$ cat config.mk
export PLATFORM = sky130hd
export DESIGN_NAME = sa_col_feeder
export DESIGN_NICKNAME = d
export VERILOG_FILES = /design/src/rtl/sa_col_feeder.sv
export SDC_FILE = /design/constraint.sdc
export NUM_CORES = 1
export LEC_CHECK = 0
export BUFFER_PORTS_ARGS = -buffer_cell sky130_fd_sc_hd__buf_4
export CELL_PAD_IN_SITES_DETAIL_PLACEMENT = 1
export CELL_PAD_IN_SITES_GLOBAL_PLACEMENT = 1
export CORE_MARGIN = 5
export CORE_UTILIZATION = 40
export DETAILED_ROUTE_END_ITERATION = 12
export PLACE_DENSITY_LB_ADDON = 0.3
export SYNTH_ARGS = -nofsm -noshare
export SYNTH_HDL_FRONTEND = slang
export SYNTH_SLANG_ARGS = --single-unit
$ cat constraint.sdc
create_clock -name clk -period 2.4 [get_ports clk]
set_input_delay 0.48 -clock clk [delete_from_list [all_inputs] [get_ports clk]]
set_output_delay 0.48 -clock clk [all_outputs]
set_load 0.005 [all_outputs]
$ cat src/rtl/sa_col_feeder.sv
// Read-side feeder from the ping-pong buffer to the systolic array columns.
// Pulls one tile of words, skews lane i by i cycles, and pulses done once drained.

module sa_skew_lane #(
  parameter int W     = 16,
  parameter int DEPTH = 1
) (
  input  logic         clk,
  input  logic         rst,
  input  logic         vld_i,
  input  logic [W-1:0] din_i,
  output logic         vld_o,
  output logic [W-1:0] dout_o
);
  logic [DEPTH-1:0]        vld_pipe_q;
  logic [DEPTH-1:0][W-1:0] dat_q;

  always_ff @(posedge clk) begin
    if (rst) begin
      vld_pipe_q <= '0;
      dat_q      <= '0;
    end else begin
      vld_pipe_q[0] <= vld_i;
      // zero is loaded on idle cycles so invalid lanes always read as 0
      dat_q[0]      <= vld_i ? din_i : '0;
      for (int k = 1; k < DEPTH; k++) begin
        vld_pipe_q[k] <= vld_pipe_q[k-1];
        dat_q[k]      <= dat_q[k-1];
      end
    end
  end

  assign vld_o  = vld_pipe_q[DEPTH-1];
  assign dout_o = dat_q[DEPTH-1];
endmodule

module sa_col_feeder #(
  parameter int LANES    = 8,
  parameter int LANE_W   = 16,
  parameter int DATA_W   = LANES * LANE_W,
  parameter int TILE_LEN = 512,
  parameter int CNT_W    = $clog2(TILE_LEN) + 1
) (
  input  logic              clk,
  input  logic              rst,
  input  logic              start,
  input  logic              buf_rrdy,
  input  logic              buf_empty,
  output logic              buf_rd_en,
  input  logic [DATA_W-1:0] buf_dout,
  output logic [DATA_W-1:0] col_data,
  output logic [LANES-1:0]  col_valid,
  output logic              busy,
  output logic              done
);
  localparam int DW = $clog2(LANES + 1);

  typedef enum logic [1:0] {IDLE, WAIT, FETCH, DRAIN} state_t;

  state_t           state_q;
  logic [CNT_W-1:0] rcnt_q, rcnt_d;
  logic [DW-1:0]    dcnt_q;
  logic             done_q;
  logic             rvld_q;

  assign buf_rd_en = (state_q == FETCH) && !buf_empty && (rcnt_q < CNT_W'(TILE_LEN));
  assign rcnt_d    = rcnt_q + CNT_W'(buf_rd_en);

  always_ff @(posedge clk) begin
    if (rst) begin
      state_q <= IDLE;
      rcnt_q  <= '0;
      dcnt_q  <= '0;
      done_q  <= 1'b0;
      rvld_q  <= 1'b0;
    end else begin
      done_q <= 1'b0;
      rvld_q <= buf_rd_en;
      case (state_q)
        IDLE: if (start) begin
          state_q <= WAIT;
          rcnt_q  <= '0;
        end
        WAIT: if (buf_rrdy) state_q <= FETCH;
        FETCH: begin
          rcnt_q <= rcnt_d;
          if (rcnt_d == CNT_W'(TILE_LEN)) begin
            state_q <= DRAIN;
            dcnt_q  <= '0;
          end
        end
        DRAIN: begin
          // LANES+1 drain cycles cover the deepest lane; done lands on the last one
          dcnt_q <= dcnt_q + 1'b1;
          if (dcnt_q == DW'(LANES - 1)) done_q <= 1'b1;
          if (dcnt_q == DW'(LANES)) state_q <= IDLE;
        end
        default: state_q <= IDLE;
      endcase
    end
  end

  assign busy = (state_q != IDLE);
  assign done = done_q;

  for (genvar i = 0; i < LANES; i++) begin : g_lane
    sa_skew_lane #(.W(LANE_W), .DEPTH(i + 1)) u_lane (
      .clk    (clk),
      .rst    (rst),
      .vld_i  (rvld_q),
      .din_i  (buf_dout[i*LANE_W +: LANE_W]),
      .vld_o  (col_valid[i]),
      .dout_o (col_data[i*LANE_W +: LANE_W])
    );
  end
endmodule

==> results of run 1 <==
## cell families (layout without fill, tap and decap cells)
group | count (synthesis) | in the layout | share of synthesized area, %
AND/OR/NAND/NOR | 660 | 660 | 22.9
flip-flops | 602 | 602 | 67.7
buffers and inverters | 201 | 403 | 7.01
AO/OA/AOI/OAI | 35 | 35 | 1.50
adder cells (fa/ha/maj) | 10 | 10 | 0.703
multiplexers | 4 | 4 | 0.239
other | 0 | 2 | 0
## worst max-delay path, cell delays in order, from the launching register on
cell and delay [ns]:
dfxtp_2 0.34, inv_2 0.08, ha_4 0.17, inv_6 0.03, nor3_4 0.18, ha_2 0.23, ha_4 0.20, nor2_1 0.15
nand2_1 0.13, o21ai_4 0.23, buf_4 0.16, and3_1 0.17, o22ai_1 0.10
## sequential cells by signal, summed over array words and instances (netlist names)
name,cells
rcnt_q,10
done,1
state_q,2
g_lane.u_lane.dat_q,448
g_lane.u_lane.vld_pipe_q,8
dcnt_q,4
rvld_q,1
g_lane.u_lane.dout_o,128
## through the flow
step	worst slack, ns	hold WS (ns)	instance area (µm²)	total power, mW
3_3_place_gp	0.0508	0.415	19500	11.1
4_1_cts	0.0187	0.0451	21600	20.8
3_5_place_dp	-0.155	0.424	19500	11.2
2_1_floorplan	0.00765	0.414	17800	10.8
6_report	0.112	0.0928	21700	20.5
5_1_grt	0.00439	0.0586	21700	21.4
## power breakdown
part | switching [mW] | internal [mW] | total [mW] | leakage (nW)
clock network | 3.69 | 5.80 | 9.50 | 1.01
registers | 0.0398 | 10.1 | 10.1 | 4.85
logic | 0.479 | 0.380 | 0.859 | 3.18
## timing repair
item,4_1_cts,5_1_grt
setup endpoints to repair,8,4
pin swaps,0,3
buffers inserted,0,3
endpoints found under the hold margin,0,0
resized for setup,5,1
## path summary, 6_finish.rpt
check | endpoint | slack [ns]
worst max-delay path | dcnt_q[0] | 0.11
worst min-delay path | g_lane[0].u_lane.dout_o[1] | 0.09
worst max register to register | dcnt_q[0] | 0.11
worst min register to register | g_lane[6].u_lane.dat_q[61] | 0.43
## routing by layer
layer,global-route usage [%],up-vias,share of wire [%]
li1,-,4842,-
met5,0,-,0.062
met3,4.62,67,7.1
met2,22.9,218,50
met1,14.5,4463,40
met4,4.84,2,2.6
## cell type report
cell class,count,area (µm²),area share (%)
flip-flops and latches,602,12100,55.6
multi-input cells,709,4560,21.1
repair buffers,285,2200,10.1
clock buffers,82,1700,7.86
well taps,592,741,3.42
clock inverters,27,359,1.66
inverters,9,38.8,0.179
diodes,2,5.00,0.0231
## cell usage in the layout (no fill, tap or decap), drive strengths merged, types with 2 or more instances in the layout
cell / netlist / layout
and2: 130 / 130
a21oi: 7 / 7
nand4: 3 / 3
a32oi: 2 / 2
diode: 0 / 2
and3: 3 / 3
o221ai: 3 / 3
nand2: 15 / 15
bufinv: 0 / 8
clkinv: 1 / 13
ha: 10 / 10
inv: 8 / 10
a22oi: 6 / 6
nor2b: 458 / 458
nand2b: 2 / 2
o211ai: 2 / 2
nor3b: 2 / 2
nand4b: 2 / 2
clkbuf: 68 / 82
nand3: 14 / 14
nor3: 7 / 7
mux2i: 2 / 2
clkinvlp: 0 / 5
mux2: 2 / 2
nor2: 17 / 17
o21ai: 9 / 9
dfxtp: 602 / 602
nor4: 2 / 2
buf: 123 / 285
==> out/qor.yml, run 1 <==
powerDensity_mw_per_mm2: 946
antenna_found_initial: 3
hpwl_um: 20400
relSlewSlack_pct: 50.6
clock_sinks: 602
cts_hold_buf: 0
setup_viol: 0
tightestPinTransition_ns: 0.741
cts_root_buffer: "clkbuf_16"
crit_type: "reg2reg"
finalHoldViolations: 0
drv_cap: 0
die_x_um: 221
period_needed_ns: 2.29
cts_tree: "built"
grt_start_max_net_pins: 181
ff2ff_path_depth: 12
drc: 0
wirelength_um: 32200
hp-class: "in2reg"
synth_edf_count: 0
reg2reg_from: "state_q[0]"
port_buffers: 271
crit_path_start_kind: "flip-flop"
ys_seq_area_share_pct: 67.7
grt-ovfl-total: 0
tns_ns: 0
clkTransAtPathRegs_ns: 0.06
grt_pass1_wl_um: 52300
crit_required_ns: 2.86
num_rows: 77
yosys_warnings: 0
cp_max_fo: 4
htree_levels: 2
fmax_ghz: 0.437
min_path_cells: 2
status: "finished clean"
async_flop_share_pct: 0
insertion_delay_ns: 0.58
vias: 9592
syn_to_final_growth_pct: 21.7
holdCritStartpoint: "buf_dout[1]"
clock_path_buffers: 3
synth_nets: 1655
gp_routability_congestion: 0.778
critPathLaunch: "state_q[0]"
start_util_pct: 40.4
yosysTopAreaCell: "dfxtp_1"
layout.nets: 1808
netlist_instances: 1512
io_pins: 272
ys_ff_latch: 602
avgSynthCellArea_um2: 11.8
track_usage_pct: 13.0
core_area_mm2: 0.0441
fin_crit_sh_pct: 95.3
avgRoutedWirePerCell_um: 14.0
synth.top_cell.area_share_pct: 67.7
die_area_mm2: 0.0488
leakage_nw: 9.03
synth_commonest_cells: "602 x dfxtp_1, 458 x nor2b_1, 128 x and2_1"
cts_made_buffers: 58
synth.distinct_cells: 48
fin_cells: 2308
grt_setup_unrepaired: "false"
dp_cells: 2194
final_core_util_pct: 49.1
syn-cell-area_mm2: 0.0178
viasPerCell: 4.16
first_pass_iters: 4
drtIter0Drc: 316
synthFlopType: "dfxtp_1"
grt_pass1_vias: 9891
fill_cells: 4665
vdd_drop_max_mv: 0.539
synthTopCellsByArea: "dfxtp_1 68%, nor2b_1 16%, buf_4 5.1%, and2_1 4.5%, clkbuf_1 1.4%"
die_h_um: 221
yosysMostFrequentCell: "dfxtp_1"
skew_ns: 0.00846
crit_arrival_ns: 2.75
drive_gt1_share_pct: 23.9
ant_nets: 0
drv_slew: 0
end_kind: "flip-flop"
Note: power is estimated with default switching activity, not from simulation.
==> run 2: changes to the inputs <==
--- a/config.mk
+++ b/config.mk
@@ -11,6 +11,7 @@
 export CORE_MARGIN = 5
 export CORE_UTILIZATION = 40
 export DETAILED_ROUTE_END_ITERATION = 12
+export GPL_TIMING_DRIVEN = 0
 export PLACE_DENSITY_LB_ADDON = 0.3
 export SYNTH_ARGS = -nofsm -noshare
 export SYNTH_HDL_FRONTEND = slang
==> constraint.sdc (replaced) <==
create_clock -name clk -period 2.4 [get_ports clk]
set_input_delay 0.24 -clock clk [delete_from_list [all_inputs] [get_ports clk]]
set_output_delay 0.24 -clock clk [all_outputs]
set_load 0.005 [all_outputs]
==> run 2 against run 1 <==
First-iteration DRC count shrank 21%. Clock skew is 0.0041 ns higher. Flip-flop and latch count unchanged. Power fell by 1.9%. Final area is 10% higher. Routed wire length increased by 28%. Clock-buffer cell count rose by 1. Cell count up 14%. Die area unchanged. Critical path type unchanged. Critical endpoint is now state_q[0]. Largest cell class unchanged. Largest power group unchanged.
==> out/qor.yml, run 2 (synthesis results as in run 1) <==
status: "finished clean"
drv_cap: 0  # unchanged
fin_hold_ws_ns: 0.239  # +0.146 ns
ant_nets: 0  # unchanged
drv_slew: 0  # unchanged
fmax_ghz: 0.428  # -2.0%
cts_root_buffer: "clkbuf_16"
core_area_mm2: 0.0441  # unchanged
p_seq_share_pct: 50.4  # +1.0 points
port_buffers: 270  # -0.37%
switchingPower_mw: 4.36  # +3.4%
cpPeakStageDelay_ns: 0.36  # +0.02 ns
vias: 10998  # +15%
die_x_um: 221  # unchanged
clkTransAtPathRegs_ns: 0.06  # about the same
cts_made_buffers: 58  # unchanged
fin_cells: 2621  # +14%
powerDensity_mw_per_mm2: 840  # -11%
fill_cells: 4601  # -1.4%
dp_cells: 2374  # +8.2%
start_util_pct: 40.4  # unchanged
slowest_stage: "dfxtp_4"
drive_gt1_share_pct: 25.9  # +2.0 points
grt_pass1_wl_um: 65400  # +25%
track_usage_pct: 16.6  # +3.6 points
setup_viol: 0  # unchanged
fin_crit_sh_pct: 97.3  # +1.9 points
vdd_drop_max_mv: 0.496  # -8.0%
end_kind: "flip-flop"
io_pins: 272  # unchanged
hpwl_um: 25600  # +26%
die_area_mm2: 0.0488  # unchanged
clock_sinks: 602  # unchanged
syn_to_final_growth_pct: 34.4
largest_register: "g_lane.u_lane.dat_q"
crit_type: "reg2reg"
grt_pass1_vias: 12295  # +24%
antenna_found_initial: 9  # +6
crit_arrival_ns: 2.81  # +0.06 ns
gp_routability_congestion: 0.789  # +1.3%
first_pass_iters: 4  # unchanged
path_cells: "inv_4 > ha_4 > inv_8 > nor3_4 > ha_2 > ha_4 > and2_4 > nand4bb_4 > o211ai_4 > a21oi_4 > a2111oi_4"
p_clk_share_pct: 43.8  # -2.6 points
largest_reg_flops: 448  # unchanged
crit_required_ns: 2.88  # +0.02 ns
critPathTopFamily: "compound AO/OA/AOI/OAI gates"
hp-class: "in2reg"
clock_path_buffers: 3  # unchanged
drtIter0Drc: 250  # -21%
die_h_um: 221  # unchanged
insertion_delay_ns: 0.59  # about the same
cp_max_fo: 5  # +1
p_int_mw: 15.7  # -3.2%
relSlewSlack_pct: 25.0  # -26 points
viasPerCell: 4.20  # +0.97%
layout.nets: 2124  # +17%
wirelength_um: 41400  # +28%
cp_num_buf_inv: 2  # -1
r2r_slack_ns: 0.07  # -0.05 ns
grt-ovfl-total: 0  # unchanged
swShare_pct: 21.7  # +1.1 points
num_rows: 77  # unchanged
final_cell_mix: "601 x dfxtp_1, 458 x nor2b_1, 399 x buf_4"
leakage_nw: 10.2  # +13%
crit_path_start_kind: "flip-flop"
crit_top_cell: "ha_4"
grt_start_max_net_pins: 15  # -92%
period_needed_ns: 2.33  # +0.0465 ns
combPwrFrac_pct: 5.8  # +1.6 points
drc: 0  # unchanged
finalHoldViolations: 0  # unchanged
skew_ns: 0.0126  # +0.00414 ns
mostFrequentLayoutCell: "dfxtp_1"
avgRoutedWirePerCell_um: 15.8  # +13%
final_core_util_pct: 54.2  # +5.1 points
tightestPinTransition_ns: 1.13  # +0.385 ns
cts_tree: "built"
htree_levels: 2  # unchanged
run 2: changes by cell type in the layout (fill, tap and decap cells not counted), moves of 2 or more:
cell / before / now
dlygate4sd3_1: 0 / 129
buf_6: 0 / 4
bufinv_16: 8 / 2
dfxtp_2: 2 / 0
clkinvlp_4: 5 / 3
inv_6: 3 / 1
diode_2: 2 / 6
buf_4: 280 / 399
clkbuf_1: 9 / 77
buf_12: 4 / 0
run 2: tightest hold or removal path: cells and delay by family:
kind,cells,cell delay [ns]
compound gates,1,0.14
buf+inv,1,0.08
simple gates,2,0.32
run 2: timing repair:
item | 4_1_cts | 5_1_grt
hold buffers | 129 | 0
endpoints found under the setup margin | 9 | 9
pin swaps | 7 | 10
resized for setup | 10 | 9
buffers inserted | 9 | 2
endpoints found under the hold margin | 129 | 0
run 2: cell type report:
type / instances / area (µm²) / share of cell area (%)
inverters: 9 / 43.8 / 0.183
repair buffers: 410 / 3410 / 14.2
multi-input cells: 709 / 4610 / 19.3
plain buffers: 191 / 1200 / 5.01
diodes: 6 / 15.0 / 0.0627
well taps: 592 / 741 / 3.10
clock buffers: 83 / 1700 / 7.09
clock inverters: 19 / 160 / 0.669
flip-flops and latches: 602 / 12100 / 50.4
run 2: routing by layer:
metal	part of all wire, %	up-vias	GRT usage [%]
met5	0.068	-	0
met4	3.0	6	6.12
met3	5.4	87	4.49
met2	54	230	32.0
met1	37	5203	17.2
li1	-	5472	-
run 2: path summary, 6_finish.rpt:
kind / from / to / cells past startpoint
setup / recovery: state_q[0] / state_q[0] / 11
hold / removal: start / rcnt_q[1] / 4
setup reg to reg: state_q[0] / state_q[0] / 11
hold reg to reg: g_lane[4].u_lane.dat_q[25] / g_lane[4].u_lane.dat_q[41] / 1
run 2: power groups by stage:
stage | Sequential [mW] | Combinational, mW | Clock [mW]
after CTS | 10.1 | 1.12 | 9.02
after global placement | 10.3 | 0.837 | 0
final | 10.1 | 1.16 | 8.81
after global routing | 10.1 | 1.27 | 9.51
after floorplan | 10.3 | 0.475 | 0
after detailed placement | 10.4 | 0.869 | 0
run 2: per-stage QoR:
stage	power, mW	TNS (ns)	area, µm²	worst slack (ns)
floorplan	10.8	0	17800	0.00765
detailed placement	11.2	-3.35	20600	-0.307
CTS	20.3	0	23900	0.0100
finish	20.1	0	23900	0.0655
global route	20.9	-0.0186	23900	-0.0186
global placement	11.2	-2.30	20600	-0.218
==> run 3: changes to the inputs <==
--- a/config.mk
+++ b/config.mk
@@ -13,6 +13,8 @@
 export DETAILED_ROUTE_END_ITERATION = 12
 export GPL_TIMING_DRIVEN = 0
 export PLACE_DENSITY_LB_ADDON = 0.3
+export RECOVER_POWER = 25
+export SKIP_LAST_GASP = 1
 export SYNTH_ARGS = -nofsm -noshare
 export SYNTH_HDL_FRONTEND = slang
 export SYNTH_SLANG_ARGS = --single-unit
==> run 3 against run 2 <==
Sequential power about the same. Global-route usage is the same. Flip-flop and latch count unchanged. Critical path depth unchanged. Clock skew barely moved. Clock-buffer cell count stayed put. Hold slack got worse by 0.00087 ns. Critical path type unchanged. Largest cell class unchanged.
==> out/qor.yml, run 3 (synthesis results as in run 1) <==
skew_ns: 0.0129  # +0.000284 ns
ant_nets: 0  # unchanged
clock_path_buffers: 3  # unchanged
cts_made_buffers: 58  # unchanged
gp_routability_congestion: 0.789  # unchanged
crit_arrival_ns: 2.81  # about the same
r2r-end: "state_q[0]"
first_pass_iters: 4  # unchanged
cts_tree: "built"
port_buffers: 270  # unchanged
drv_slew: 0  # unchanged
clock_sinks: 602  # unchanged
num_rows: 77  # unchanged
avgRoutedWirePerCell_um: 15.8  # about the same
grt-ovfl-total: 0  # unchanged
die_area_mm2: 0.0488  # unchanged
fin_crit_sh_pct: 97.2  # about the same
syn_to_final_growth_pct: 34.3  # about the same
drv_cap: 0  # unchanged
place_ws_ns: -0.307  # unchanged
crit_required_ns: 2.88  # about the same
period_needed_ns: 2.33  # -0.00228 ns
end_kind: "flip-flop"
drtIter0Drc: 235  # -6.0%
reg2reg_from: "state_q[0]"
antenna_found_initial: 9  # unchanged
hp-class: "in2reg"
endpoint: "state_q[0]"
largest_register: "g_lane.u_lane.dat_q"
tightestPinTransition_ns: 1.11  # -0.0116 ns
cts_root_buffer: "clkbuf_16"
grt_pass1_wl_um: 65400  # unchanged
drive_gt1_share_pct: 25.7  # -0.20 points
mostFrequentLayoutCell: "dfxtp_1"
grt_start_max_net_pins: 15  # unchanged
largest_reg_flops: 448  # unchanged
crit_type: "reg2reg"
layout.nets: 2124  # unchanged
cp_max_fo: 5  # unchanged
core_area_mm2: 0.0441  # unchanged
clkTransAtPathRegs_ns: 0.06  # about the same
vdd_drop_max_mv: 0.497  # +0.14%
io_pins: 272  # unchanged
htree_levels: 2  # unchanged
finalHoldViolations: 0  # unchanged
powerDensity_mw_per_mm2: 841  # about the same
status: "finished clean"
track_usage_pct: 16.6  # unchanged
insertion_delay_ns: 0.59  # about the same
power_mw: 20.1  # about the same
final_cell_mix: "601 x dfxtp_1, 458 x nor2b_1, 389 x buf_4"
grt_pass1_vias: 12295  # unchanged
hpwl_um: 25600  # unchanged
viasPerCell: 4.19  # -0.20%
leakage_nw: 10.2  # -0.23%
fin_ws_ns: 0.0678  # +0.00228 ns
relSlewSlack_pct: 25.7  # +0.77 points
vias: 10976  # -0.20%
drc: 0  # unchanged
fmax_ghz: 0.429  # about the same
setup_viol: 0  # unchanged
crit_path_start_kind: "flip-flop"
start_util_pct: 40.4  # unchanged
wirelength_um: 41400  # about the same
ff2ff_path_depth: 11  # unchanged
die_x_um: 221  # unchanged
die_h_um: 221  # unchanged
r2r_slack_ns: 0.07  # about the same
critPathLaunch: "state_q[0]"
tns_ns: 0  # unchanged
holdCritStartpoint: "start"
run 3: changes by cell type in the layout (fill, tap and decap cells not counted), sizes merged:
cell | before | now
clkbuf | 150 | 160
buf | 404 | 394
clkdlybuf4s15 | 1 | 0
clkdlybuf4s25 | 0 | 1
run 3: through the flow:
| stage | util (%) | std cells | area (µm²) | hold slack (ns) |
|---|---|---|---|---|
| after floorplan | - | 1512 | 17800 | 0.312 |
| after global placement | 46.7 | 2374 | 20600 | 0.414 |
| after detailed placement | 46.7 | 2374 | 20600 | 0.425 |
| after CTS | 54.1 | 2614 | 23900 | 0.177 |
| after global routing | 54.2 | 2619 | 23900 | 0.262 |
| final | 54.2 | 2621 | 23900 | 0.238 |
run 3: final cells by class:
class	instances	area, µm²
clock inverter	19	160
fill	4605	20200
tap	592	741
inverter	9	43.8
multi-input combinational	709	4610
sequential	602	12100
clock buffer	83	1700
timing repair buffer	410	3400
antenna	6	15.0
buffer	191	1190
run 3: how the worst min path moves through the flow:
stage                                  to  slack, ns  depth (start not counted)
2_1_floorplan                      rvld_q       0.31                          1
3_3_place_gp   g_lane[6].u_lane.dout_o[5]       0.41                          1
3_5_place_dp   g_lane[2].u_lane.dat_q[17]       0.42                          1
4_1_cts                         rcnt_q[0]       0.18                          4
5_1_grt                         rcnt_q[1]       0.26                          4
6_report                        rcnt_q[1]       0.24                          4
run 3: timing repair:
action,in CTS,in global routing
setup endpoints to repair,9,9
setup buffers,9,2
gates resized for setup,10,9
hold buffers,129,0
endpoints found under the hold margin,129,0
pin swaps,6,11
run 3: critical path, stage by stage, from the launching register on:
cell	delay, ns
dfxtp_4	0.36
inv_4	0.05
ha_4	0.17
inv_8	0.05
nor3_4	0.04
ha_2	0.22
ha_4	0.17
and2_4	0.15
nand4bb_4	0.20
o211ai_4	0.32
a21oi_4	0.12
a2111oi_4	0.35
run 3: layer usage:
| metal | GRT usage (%) | wire length [µm] | vias up |
|---|---|---|---|
| met2 | 32.0 | 22500 | 234 |
| li1 | - | - | 5471 |
| met3 | 4.49 | 2260 | 88 |
| met1 | 17.2 | 15400 | 5177 |
| met4 | 6.12 | 1250 | 6 |
| met5 | 0 | 22 | - |
run 3: where the power goes:
part	total [mW]	switching, mW	internal (mW)	leakage (nW)
logic	1.16	0.608	0.552	4.42
registers	10.1	0.0411	10.1	4.85
clock network	8.81	3.70	5.10	0.918
